## src/rtl/data_mem_arbiter.sv

```systemverilog
`default_nettype none
// ============================================================================
// data_mem_arbiter - round-robin CPU/host arbiter for the single-port data RAM
// Revision: 1.0
// ============================================================================
module data_mem_arbiter #(
  parameter int ADDR_W = 8,
  parameter int DATA_W = 64,
  parameter int LAT    = 2
) (
  input  logic              clock,
  input  logic              reset,
  input  logic              cpu_req,
  input  logic              cpu_we,
  input  logic [ADDR_W-1:0] cpu_addr,
  input  logic [DATA_W-1:0] cpu_wdata,
  output logic              cpu_ack,
  output logic              cpu_stall,
  input  logic              host_req,
  input  logic              host_we,
  input  logic [ADDR_W-1:0] host_addr,
  input  logic [DATA_W-1:0] host_wdata,
  output logic              host_ack,
  output logic [DATA_W-1:0] rdata,
  output logic              ram_en,
  output logic              ram_we,
  output logic [ADDR_W-1:0] ram_addr,
  output logic [DATA_W-1:0] ram_wdata,
  input  logic [DATA_W-1:0] ram_rdata,
  output logic              busy,
  output logic              grant_host
);

  localparam logic [1:0] IDLE   = 2'd0;
  localparam logic [1:0] ACCESS = 2'd1;
  localparam logic [1:0] DONE   = 2'd2;

  localparam logic [3:0] CNT_LOAD = 4'(LAT - 1);

  logic [1:0] state;
  logic [3:0] count;
  logic       we_q;
  logic       pick_host;

  // On a tie the requester that did not win last time is served.
  assign pick_host = host_req & (~cpu_req | ~grant_host);

  always_ff @(posedge clock or posedge reset) begin
    if (reset) begin
      state      <= IDLE;
      count      <= 4'd0;
      we_q       <= 1'b0;
      ram_addr   <= '0;
      ram_wdata  <= '0;
      rdata      <= '0;
      grant_host <= 1'b1;
    end else begin
      case (state)
        IDLE: begin
          if (cpu_req | host_req) begin
            grant_host <= pick_host;
            we_q       <= pick_host ? host_we    : cpu_we;
            ram_addr   <= pick_host ? host_addr  : cpu_addr;
            ram_wdata  <= pick_host ? host_wdata : cpu_wdata;
            count      <= CNT_LOAD;
            state      <= ACCESS;
          end
        end
        ACCESS: begin
          if (count == 4'd0) begin
            if (!we_q) begin
              rdata <= ram_rdata;
            end
            state <= DONE;
          end else begin
            count <= count - 4'd1;
          end
        end
        DONE: begin
          state <= IDLE;
        end
        default: begin
          state <= IDLE;
        end
      endcase
    end
  end

  // The counter still holds its load value only in the first access cycle.
  assign ram_en    = (state == ACCESS);
  assign ram_we    = ram_en & we_q & (count == CNT_LOAD);
  assign cpu_ack   = (state == DONE) & ~grant_host;
  assign host_ack  = (state == DONE) &  grant_host;
  assign busy      = (state != IDLE);
  assign cpu_stall = cpu_req & ~cpu_ack;

endmodule
`default_nettype wire

```

## config.mk

```make
export PLATFORM = sky130hd
export DESIGN_NAME = data_mem_arbiter
export DESIGN_NICKNAME = d
export VERILOG_FILES = /design/src/rtl/data_mem_arbiter.sv
export SDC_FILE = /design/constraint.sdc
export NUM_CORES = 1
export LEC_CHECK = 0
export CORE_AREA = 2 2 139 141
export DETAILED_ROUTE_END_ITERATION = 10
export DIE_AREA = 0 0 141 143
export GPL_ROUTABILITY_DRIVEN = 0
export PLACE_DENSITY = 0.76
export SYNTH_ARGS = -nofsm -noshare
export SYNTH_HDL_FRONTEND = slang
export SYNTH_SLANG_ARGS = --single-unit
```

## constraint.sdc

```tcl
create_clock -name clock -period 5.9 [get_ports clock]
set_input_delay 0.59 -clock clock [delete_from_list [all_inputs] [get_ports clock]]
set_output_delay 0.59 -clock clock [all_outputs]
set_load 0.02 [all_outputs]
```

==> results.rst, run 1 <==
.. list-table::
   :header-rows: 1

   * - Metric
     - Value
   * - Number of detailed-routing iterations run before antenna repair
     - 4
   * - First-pass GRT wire length
     - ~32000 um
   * - Worst setup path class
     - in2reg
   * - Number of instances resized during post-cts repair
     - 0
   * - Per-cell via count in the routed design
     - about 5
   * - Max Freq
     - 334 MHz
   * - Total setup violations reported at the end of the flow
     - 0
   * - CTS tree
     - yes
   * - Number of vias after detailed routing
     - just under 6000
   * - Pin count of the biggest net entering global routing
     - between 90 and 100
   * - Detailed-route wire length
     - approximately 21000 um
   * - Placed cell count
     - 1136
   * - Initial core utilization
     - 0.344
   * - Num CTS Buffers
     - 17
   * - Slowest cell delay on critical path
     - ~0.65 ns
   * - Required time at the worst-slack endpoint
     - 6.13 ns
   * - Final hold violation count
     - 0
   * - Antenna diodes
     - 0
   * - Type of origin of the critical path
     - input pin
   * - Max rail drop VDD
     - roughly 250 uV
   * - Cell-by-cell trace of the critical path
     - clkdlybuf4s50_1 > or2_2 > buf_4 > and2_2 > buf_4 > a31oi_1
   * - Min-Delay Path Class
     - reg2reg
   * - Worst setup path startpoint
     - cpu_req
   * - Clock H-tree levels
     - 4
   * - Wire per inst
     - about 18 um
   * - Slowest cell on crit path
     - buf_4
   * - Most frequent CP cell
     - buf_4
   * - Depth of the worst register-to-register path
     - 4
   * - Yosys cell types
     - 35
   * - DRC
     - 0
   * - Cell area power density
     - around 560 nW/um2
   * - Half-perimeter wire length after detailed placement
     - approximately 15000 um
   * - Clock Path Buffers
     - 2
   * - Static leakage
     - approximately 4.6 nW
   * - Unrepaired setup endpoints after global routing
     - no
   * - Chip width
     - between 100 and 150 um
   * - Total negative slack for setup checks
     - 0 ns
   * - Clock-pin transition on the worst setup and hold timing paths
     - about 0.06 ns
   * - Synthesis warning total
     - 0
   * - Cell depth of the worst min-delay path
     - 1
   * - Final std cells w/o fill
     - around 1200
   * - Highest fanout seen on the critical path
     - 77
   * - Die Ht
     - between 100 and 150 um
   * - Layout Nets
     - 1137
   * - Core Box Area
     - around 19000 um2
   * - Final max-slew violation count
     - 0
   * - Post-CTS Setup Inserts
     - 0
   * - Nets in the synthesized netlist
     - 803
   * - Number of violations of the max-capacitance limit
     - 0
   * - Share of layout cells above drive strength 1
     - 0.119
   * - Count of standard-cell rows
     - 50
   * - Final min period
     - about 3 ns
   * - Sequential cell area fraction in the yosys report
     - 0.563
   * - Total of buffers placed on input and output ports
     - between 300 and 400
   * - Global-route usage over all layers
     - 0.202
   * - Total standard cell area after synthesis
     - 6400 um2
   * - Cell at the root of the clock tree
     - clkbuf_16
   * - Initial antenna violation count
     - 0
   * - DIE AREA
     - between 20000 and 25000 um2
   * - Worst Max-Slew Pin Slew
     - roughly 0.88 ns
   * - Worst-case headroom to the max-slew limit
     - 0.410
   * - Sum of overflow across all layers after global routing
     - 0
   * - Final critical-path share of the clock period
     - 0.507
   * - Antenna violation net count after detailed routing
     - 0
   * - Number of hold-repair buffers added at the cts stage
     - 0
   * - Area delta synth->final
     - 66.8%
   * - Cell count after synthesis
     - 587
   * - Startpoint of the tightest hold check path
     - rdata[58]$_DFFE_PP0P_
   * - Synth Register Bits
     - 144
   * - Number of ports placed on the die boundary
     - 357
   * - Setup skew after layout
     - 0.0126 ns
   * - Total number of clock tree sinks
     - between 100 and 150
   * - Worst EP arrival
     - 3.23 ns
   * - Clock insertion delay at the later pin of the skew report
     - just over 0.4 ns
   * - Number of violations reported at the end of detailed-routing iteration 0
     - a little under 200
   * - Kind of end point of the critical path
     - flip-flop
   * - Post-synthesis area per instance
     - approximately 11 um2
   * - Worst flop-to-flop path startpoint
     - state[0]$_DFFE_PP0P_
   * - Number of global-route vias before repair
     - 5852
   * - Result of the run
     - finished, final reports clean
-- sequential cells by signal (all words and copies together), names as in the netlist --
name        cells
grant_host      1
we_q            1
ram_wdata      64
rdata          64
ram_addr        8
state           2
count           4
-- cell usage after synthesis --
| library cell | count | area share |
|---|---|---|
| nand3_1 | 1 | 0.00078 |
| a31o_2 | 1 | 0.0014 |
| a221o_1 | 1 | 0.0016 |
| nand3b_1 | 1 | 0.0012 |
| nand2_1 | 149 | 0.087 |
| nor2b_1 | 1 | 0.00098 |
| nor3_1 | 1 | 0.00078 |
| inv_1 | 5 | 0.0029 |
| o21bai_1 | 1 | 0.0012 |
| a21bo_2 | 1 | 0.0016 |
| clkbuf_1 | 38 | 0.022 |
| a21boi_0 | 1 | 0.0012 |
| ha_1 | 2 | 0.0039 |
| and2_1 | 2 | 0.0020 |
| a21o_1 | 1 | 0.0012 |
| dfstp_2 | 1 | 0.0041 |
| buf_1 | 3 | 0.0018 |
| a21oi_1 | 76 | 0.059 |
| a211oi_1 | 1 | 0.0012 |
| or2_2 | 1 | 0.00098 |
| or3b_2 | 1 | 0.0014 |
| or4_1 | 1 | 0.0012 |
| mux2_4 | 60 | 0.14 |
| nand2b_1 | 1 | 0.00098 |
| mux2_2 | 4 | 0.0070 |
| dfrtp_1 | 143 | 0.56 |
| mux2i_1 | 1 | 0.0016 |
| or3_1 | 1 | 0.00098 |
| a31oi_1 | 74 | 0.072 |
| buf_4 | 1 | 0.0012 |
| nor3b_1 | 1 | 0.0012 |
| buf_6 | 6 | 0.011 |
| and3b_1 | 1 | 0.0014 |
| nor4_1 | 1 | 0.00098 |
| nor2_1 | 3 | 0.0018 |
-- routing by layer --
layer  global-route usage  part of all wire
met1                0.240              0.39
met2                0.342              0.49
met3               0.0694             0.093
met4               0.0732             0.022
met5                    0                 0
-- critical path: cells and delay by family --
family / cells / cell delay (ns)
AOI/OAI and AO/OA: 1 / 0.20
buffers and inverters: 3 / 1.82
and+or+nand+nor: 2 / 0.51
-- cells by family after synthesis --
group / Yosys count / share of synthesized area
buffers and inverters: 53 / 0.0387
multiplexers: 65 / 0.149
adder cells (fa/ha/maj): 2 / 0.00391
AO/OA/AOI/OAI: 157 / 0.141
flip-flops: 144 / 0.563
AND/OR/NAND/NOR: 166 / 0.104
-- layout make-up --
type,count,area [um2]
clock inverter,13,139
timing repair buffer,363,3620
clock buffer,18,429
fill,1609,7900
tap,234,293
sequential,144,3600
multi-input combinational,390,2570
inverter,5,23.8
-- power breakdown --
group          switching (W)  internal, W  leakage, nW
Clock               0.000436     0.000621        0.265
Sequential          0.000298      0.00150         1.65
Combinational        0.00154      0.00157         2.68
Total                0.00227      0.00369         4.59
-- final timing paths --
check,to,slack (ns)
setup / recovery,ram_wdata[2]$_DFFE_PP0P_,2.91
hold / removal,rdata[58]$_DFFE_PP0P_,0.51
setup reg to reg,ram_wdata[2]$_DFFE_PP0P_,3.29
hold reg to reg,rdata[58]$_DFFE_PP0P_,0.51
max in group asynchronous,ram_wdata[32]$_DFFE_PP0P_,3.86
min in group asynchronous,rdata[42]$_DFFE_PP0P_,0.70
-- cells in the final DEF (no fill, tap or decap), types with 3 or more instances in the layout --
cell type and count:
dfrtp_1 143, clkbuf_16 17, nand2_1 149, mux2_4 60, a31oi_1 74, inv_6 3
buf_4 7, clkinv_2 3, clkinvlp_4 5, inv_1 4, a21oi_1 76, clkdlybuf4s50_1 356
mux2_2 4
-- per-stage QoR --
stage               area, um2   util  total power, W  worst slack (ns)  hold WS [ns]
finish                  10700  0.575         0.00597              2.91         0.507
global route            10700  0.575         0.00628              2.78         0.521
CTS                     10700  0.575         0.00603              2.91         0.508
detailed placement      10100  0.544         0.00494              2.47         0.491
global placement        10100  0.544         0.00488              2.59         0.489
floorplan                6400      -         0.00349              1.45         0.473
Power figures use the tool's default switching activity.
==> run 2: changes to the inputs <==
Settings changed: CORE_AREA 2 2 139 141 to default, CORE_UTILIZATION from default to 35, DIE_AREA 0 0 141 143 to default, PLACE_DENSITY 0.76 to 0.8.
Clock period 5.9 ns to 2.5 ns, I/O delays scaled along.
==> run 2 against run 1 <==
  * Sequential power rose by 140%
  * Core utilization rose by 3.2 points
  * Final area rose by 2.0%
  * Flip-flop and latch count unchanged
  * Count of clock-buffer cells in the layout grew 1
  * Largest cell class unchanged
  * Via count increased by 0.17%
  * Register-to-register slack got worse by 2.9 ns
  * Critical endpoint is now busy
==> results.rst, run 2 (synthesis results as in run 1) <==
.. list-table::
   :header-rows: 1

   * - Metric
     - Value
   * - Cell area power density
     - around 1300 nW/um2
   * - Number of detailed-routing iterations run before antenna repair
     - 4
   * - Largest registers ranked by flip-flop count
     - ram_wdata: 64 flops, rdata: 64 flops, ram_addr: 8 flops
   * - Static leakage
     - ~4.7 nW
   * - Most frequent cells in the layout
     - clkdlybuf4s50_1 (356), nand2_1 (149), dfrtp_1 (143), a21oi_1 (76), a31oi_1 (74)
   * - Result of the run
     - finished, final reports clean
   * - Worst EP arrival
     - 1.98 ns
   * - Slowest cell delay on critical path
     - ~0.56 ns
   * - Antenna violation net count after detailed routing
     - 0
   * - Sequential cell area
     - about 3600 um2
   * - Cell at the root of the clock tree
     - clkbuf_16
   * - Die Ht
     - between 100 and 150 um
   * - Final max-slew violation count
     - 0
   * - Num CTS Buffers
     - 17
   * - First-pass GRT wire length
     - around 31000 um
   * - Worst-case headroom to the max-slew limit
     - 0.505
   * - Number of ports placed on the die boundary
     - 357
   * - CTS tree
     - yes
   * - DIE AREA
     - approximately 19000 um2
   * - Number of violations of the max-capacitance limit
     - 0
   * - Final core utilization
     - 0.606
   * - Area delta synth->final
     - 70.1%
   * - Final critical-path share of the clock period
     - 0.890
   * - Core Box Area
     - 18000 um2
   * - Final min period
     - about 2.2 ns
   * - Min-Delay Path Class
     - in2async
   * - Most common library cell in the layout ignoring fill and taps
     - clkdlybuf4s50_1
   * - Number of hold-repair buffers added at the cts stage
     - 0
   * - Half-perimeter wire length after detailed placement
     - 14900 um
   * - Total negative slack for setup checks
     - 0 ns
   * - Detailed-route wire length
     - around 21000 um
   * - Worst Max-Slew Pin Slew
     - roughly 0.74 ns
   * - Initial core utilization
     - 0.356
   * - Fill cell total of the finished layout
     - ~1500
   * - Initial antenna violation count
     - 0
   * - Final hold violation count
     - 0
   * - Share of layout cells above drive strength 1
     - 0.130
   * - Number of violations reported at the end of detailed-routing iteration 0
     - 270
   * - Destination of the worst register-to-register timing path
     - rdata[9]$_DFFE_PP0P_
   * - Register-to-register path setup slack
     - 0.42 ns
   * - Cell-by-cell trace of the critical path
     - nor2_4 > buf_12 > inv_1 > clkdlybuf4s50_1
   * - Chip width
     - about 140 um
   * - Layout Nets
     - 1148
   * - DRC
     - 0
   * - Highest fanout seen on the critical path
     - 78
   * - Max rail drop VDD
     - about 930 uV
   * - Total number of clock tree sinks
     - about 140
   * - Setup skew after layout
     - 0.0164 ns
   * - Post-CTS Setup Inserts
     - 0
   * - Antenna diodes
     - 0
   * - Depth of the worst register-to-register path
     - 6
   * - Kind of end point of the critical path
     - primary output
   * - Count of standard-cell rows
     - 49
   * - Wire per inst
     - around 18 um
   * - Clock H-tree levels
     - 4
   * - Type of origin of the critical path
     - flip-flop
   * - Pin count of the biggest net entering global routing
     - slightly below 80
   * - Number of vias after detailed routing
     - 5847
   * - Required time at the worst-slack endpoint
     - 2.25 ns
   * - Max Freq
     - between 400 and 500 MHz
   * - Unrepaired setup endpoints after global routing
     - no
   * - Worst flop-to-flop path startpoint
     - count[0]$_DFFE_PP0P_
   * - Total setup violations reported at the end of the flow
     - 0
   * - Total area of multi-input combinational cells
     - ~2600 um2
   * - Total of buffers placed on input and output ports
     - around 360
   * - Worst setup path class
     - reg2out
   * - Global-route usage over all layers
     - 0.220
   * - Clock insertion delay at the later pin of the skew report
     - 0.42 ns
   * - Sum of overflow across all layers after global routing
     - 0
   * - Number of global-route vias before repair
     - 5901
   * - Per-cell via count in the routed design
     - around 5
   * - Clock-pin transition on the worst setup and hold timing paths
     - ~0.06 ns
   * - Slowest cell on crit path
     - clkdlybuf4s50_1
   * - Clock Path Buffers
     - 2
   * - Number of instances resized during post-cts repair
     - 0
run 2: cell type report:
type	instances	area share
Sequential cell	144	0.331
Clock inverter	13	0.0160
Clock buffer	19	0.0407
Timing Repair Buffer	374	0.348
Inverter	5	0.00207
Tap cell	229	0.0263
Multi-Input combinational cell	390	0.236
run 2: routing by layer:
| metal | global-route usage | wire [um] | vias to the layer above | share of wire |
|---|---|---|---|---|
| met4 | 0.0714 | 365 | 0 | 0.017 |
| met5 | 0 | 0 | - | 0 |
| met1 | 0.237 | 7880 | 2811 | 0.37 |
| met3 | 0.0843 | 1930 | 22 | 0.091 |
| met2 | 0.393 | 11000 | 269 | 0.52 |
| li1 | - | - | 2745 | - |
run 2: where the power goes:
part / total [W] / internal [W] / leakage [nW] / switching [W]
registers: 0.00428 / 0.00354 / 1.65 / 0.000736
logic: 0.00741 / 0.00379 / 2.76 / 0.00363
clock network: 0.00268 / 0.00162 / 0.292 / 0.00106
total: 0.0144 / 0.00895 / 4.70 / 0.00542
run 2: worst max-delay path by stage:
stage	from	end	depth (start not counted)
finish	state[1]$_DFFE_PP0P_	busy	4
global route	state[0]$_DFFE_PP0P_	busy	4
CTS	state[1]$_DFFE_PP0P_	busy	4
detailed placement	cpu_req	ram_wdata[5]$_DFFE_PP0P_	5
global placement	cpu_req	ram_wdata[51]$_DFFE_PP0P_	5
floorplan	reset	count[0]$_DFFE_PP0P_	1
run 2: critical path: cells and delay by family (launching register included):
| kind | cells | cell delay (ns) |
|---|---|---|
| simple gates | 1 | 0.16 |
| buf+inv | 3 | 0.96 |
| flops | 1 | 0.45 |
run 2: per-stage QoR:
stage / instances / area [um2] / power [W] / hold slack, ns / worst slack, ns
after floorplan: 587 / 6400 / 0.00824 / 0.313 / 0.446
after global placement: 1142 / 10300 / 0.0116 / 0.489 / 0.409
after detailed placement: 1142 / 10300 / 0.0117 / 0.492 / 0.350
after CTS: 1174 / 10900 / 0.0145 / 0.322 / 0.232
after global routing: 1174 / 10900 / 0.0151 / 0.343 / 0.155
final: 1174 / 10900 / 0.0144 / 0.312 / 0.275
==> run 3: changes to the inputs <==
Settings changed: CELL_PAD_IN_SITES_DETAIL_PLACEMENT from default to 1, CELL_PAD_IN_SITES_GLOBAL_PLACEMENT from default to 1, CORE_ASPECT_RATIO from default to 1.1, CORE_UTILIZATION 35 to 26, PLACE_DENSITY 0.8 to 0.81.
==> run 3 against run 2 <==
  * Sequential share of layout area is 0.10 points higher
  * Non-clock buffer count shrank 7
  * Core utilization decreased by 15 points
  * Hold slack gained 0.0084 ns
  * Count of clock-buffer cells in the layout decreased by 1
  * Global-route usage shrank 3.2 points
  * Sequential power increased by 0.9%
  * Die area up 34%
  * Critical path type unchanged
==> results.rst, run 3 (synthesis results as in run 1) <==
.. list-table::
   :header-rows: 1

   * - Metric
     - Value
   * - Result of the run
     - finished, final reports clean
   * - Unrepaired setup endpoints after global routing
     - no
   * - Slowest cell on crit path
     - clkdlybuf4s50_1
   * - Max Freq
     - 453 MHz
   * - Clock Path Buffers
     - 2
   * - Initial antenna violation count
     - 0
   * - Final min period
     - roughly 2.2 ns
   * - Antenna violation net count after detailed routing
     - 0
   * - Layout Nets
     - roughly 1100
   * - Crit path max-delay family
     - buffers and inverters
   * - Cell area power density
     - around 1300 nW/um2
   * - Number of global-route vias before repair
     - about 6300
   * - Share of layout cells above drive strength 1
     - 0.124
   * - Antenna diodes
     - 0
   * - Total negative slack for setup checks
     - 0 ns
   * - Number of hold-repair buffers added at the cts stage
     - 0
   * - Pin count of the biggest net entering global routing
     - between 70 and 80
   * - CTS tree
     - yes
   * - Total setup violations reported at the end of the flow
     - 0
   * - First-pass GRT wire length
     - 36200 um
   * - DRC
     - 0
   * - Number of vias after detailed routing
     - roughly 6000
   * - Clock insertion delay at the later pin of the skew report
     - 0.42 ns
   * - Count of buffer and inverter cells on the critical path
     - 1
   * - Register-to-register path setup slack
     - 0.41 ns
   * - Sum of overflow across all layers after global routing
     - 0
   * - Kind of end point of the critical path
     - primary output
   * - Final hold violation count
     - 0
   * - Worst setup path startpoint
     - count[3]$_DFFE_PP0P_
   * - Total of buffers placed on input and output ports
     - 356
   * - Worst setup path class
     - reg2out
   * - Worst flop-to-flop path startpoint
     - count[0]$_DFFE_PP0P_
   * - Num CTS Buffers
     - 17
   * - Most frequent CP cell
     - nor2_1
   * - Clock H-tree levels
     - 4
   * - Largest registers ranked by flip-flop count
     - ram_wdata: 64 flops, rdata: 64 flops, ram_addr: 8 flops
   * - Static leakage
     - 4.63 nW
   * - Number of violations reported at the end of detailed-routing iteration 0
     - about 120
   * - Depth of the worst register-to-register path
     - 6
   * - Half-perimeter wire length after detailed placement
     - around 17000 um
   * - Worst EP arrival
     - roughly 2.0 ns
   * - DIE AREA
     - around 25000 um2
   * - Clock-pin transition on the worst setup and hold timing paths
     - roughly 0.06 ns
   * - Cell at the root of the clock tree
     - clkbuf_16
   * - PnR Total Power
     - approximately 0.014 W
   * - Global-route usage over all layers
     - 0.188
   * - Total number of clock tree sinks
     - 144
   * - Min-Delay Path Class
     - in2async
   * - Initial core utilization
     - 0.268
   * - Most frequent cells in the layout
     - clkdlybuf4s50_1 (356), nand2_1 (149), dfrtp_1 (143), a21oi_1 (76), a31oi_1 (74)
   * - Highest fanout seen on the critical path
     - 7
   * - Worst Max-Slew Pin Slew
     - around 0.55 ns
   * - Core Box Area
     - ~24000 um2
   * - Count of standard-cell rows
     - slightly below 60
   * - Number of ports placed on the die boundary
     - ~360
   * - Chip width
     - between 150 and 200 um
   * - Max rail drop VDD
     - approximately 380 uV
   * - Number of detailed-routing iterations run before antenna repair
     - 4
   * - Slowest cell delay on critical path
     - between 0.6 and 0.7 ns
   * - Per-cell via count in the routed design
     - 4.75
   * - Cell-by-cell trace of the critical path
     - nor2_1 > nand3_1 > nor2_1 > clkdlybuf4s50_1
   * - Area delta synth->final
     - 69.6%
   * - Setup skew after layout
     - about 0.014 ns
   * - Die Ht
     - ~170 um
   * - Detailed-route wire length
     - 23800 um
   * - Most common library cell in the layout ignoring fill and taps
     - clkdlybuf4s50_1
   * - Final critical-path share of the clock period
     - 0.882
   * - Number of instances resized during post-cts repair
     - 0
   * - Number of violations of the max-capacitance limit
     - 0
   * - Post-CTS Setup Inserts
     - 0
   * - Required time at the worst-slack endpoint
     - roughly 2.3 ns
   * - Final-layout worst hold slack
     - approximately 0.32 ns
   * - Final max-slew violation count
     - 0
   * - Destination of the worst register-to-register timing path
     - rdata[44]$_DFFE_PP0P_
   * - Fill cell total of the finished layout
     - between 2000 and 3000
   * - Wire per inst
     - 19.1 um
   * - Type of origin of the critical path
     - flip-flop
   * - Worst-case headroom to the max-slew limit
     - 0.636
[run 3: layer usage]
metal	part of all wire	wire, um	GRT usage
met1	0.39	9290	0.213
met3	0.089	2110	0.0600
met4	0.021	497	0.0611
met5	0	0	0
met2	0.50	11900	0.330
[run 3: power by group]
| part | internal [W] | switching (W) | leakage, nW | total [W] |
|---|---|---|---|---|
| Clock | 0.00130 | 0.00113 | 0.259 | 0.00244 |
| Sequential | 0.00354 | 0.000775 | 1.65 | 0.00432 |
| Combinational | 0.00376 | 0.00370 | 2.72 | 0.00747 |
| Total | 0.00861 | 0.00561 | 4.63 | 0.0142 |
[run 3: area by class of cell]
cell class,instances,area [um2],share of cell area
clock buffer,18,429,0.0395
clock inverter,14,124,0.0114
inverter,5,22.5,0.00207
multi-input combinational,390,2570,0.237
sequential,144,3600,0.332
tap,305,382,0.0352
timing repair buffer,367,3720,0.343
[run 3: how the worst max path moves through the flow]
stage,end,slack [ns],depth (start not counted)
floorplan,count[0]$_DFFE_PP0P_,0.45,1
global placement,ram_wdata[13]$_DFFE_PP0P_,0.50,5
detailed placement,ram_wdata[28]$_DFFE_PP0P_,0.43,5
CTS,ram_we,0.24,4
global route,ram_we,0.17,4
finish,ram_we,0.29,4
[run 3: through the flow]
step                      area, um2  setup slack, ns  cells  utilization
after global routing          10900            0.168   1243        0.454
after CTS                     10900            0.238   1243        0.454
after floorplan                6400            0.446    587            -
after detailed placement      10300            0.432   1211        0.431
final                         10900            0.294   1243        0.454
after global placement        10300            0.499   1211        0.431
[run 3: tightest hold or removal path, delay by kind of cell]
kind,cells,cell delay (ns)
buffers and inverters,3,0.88
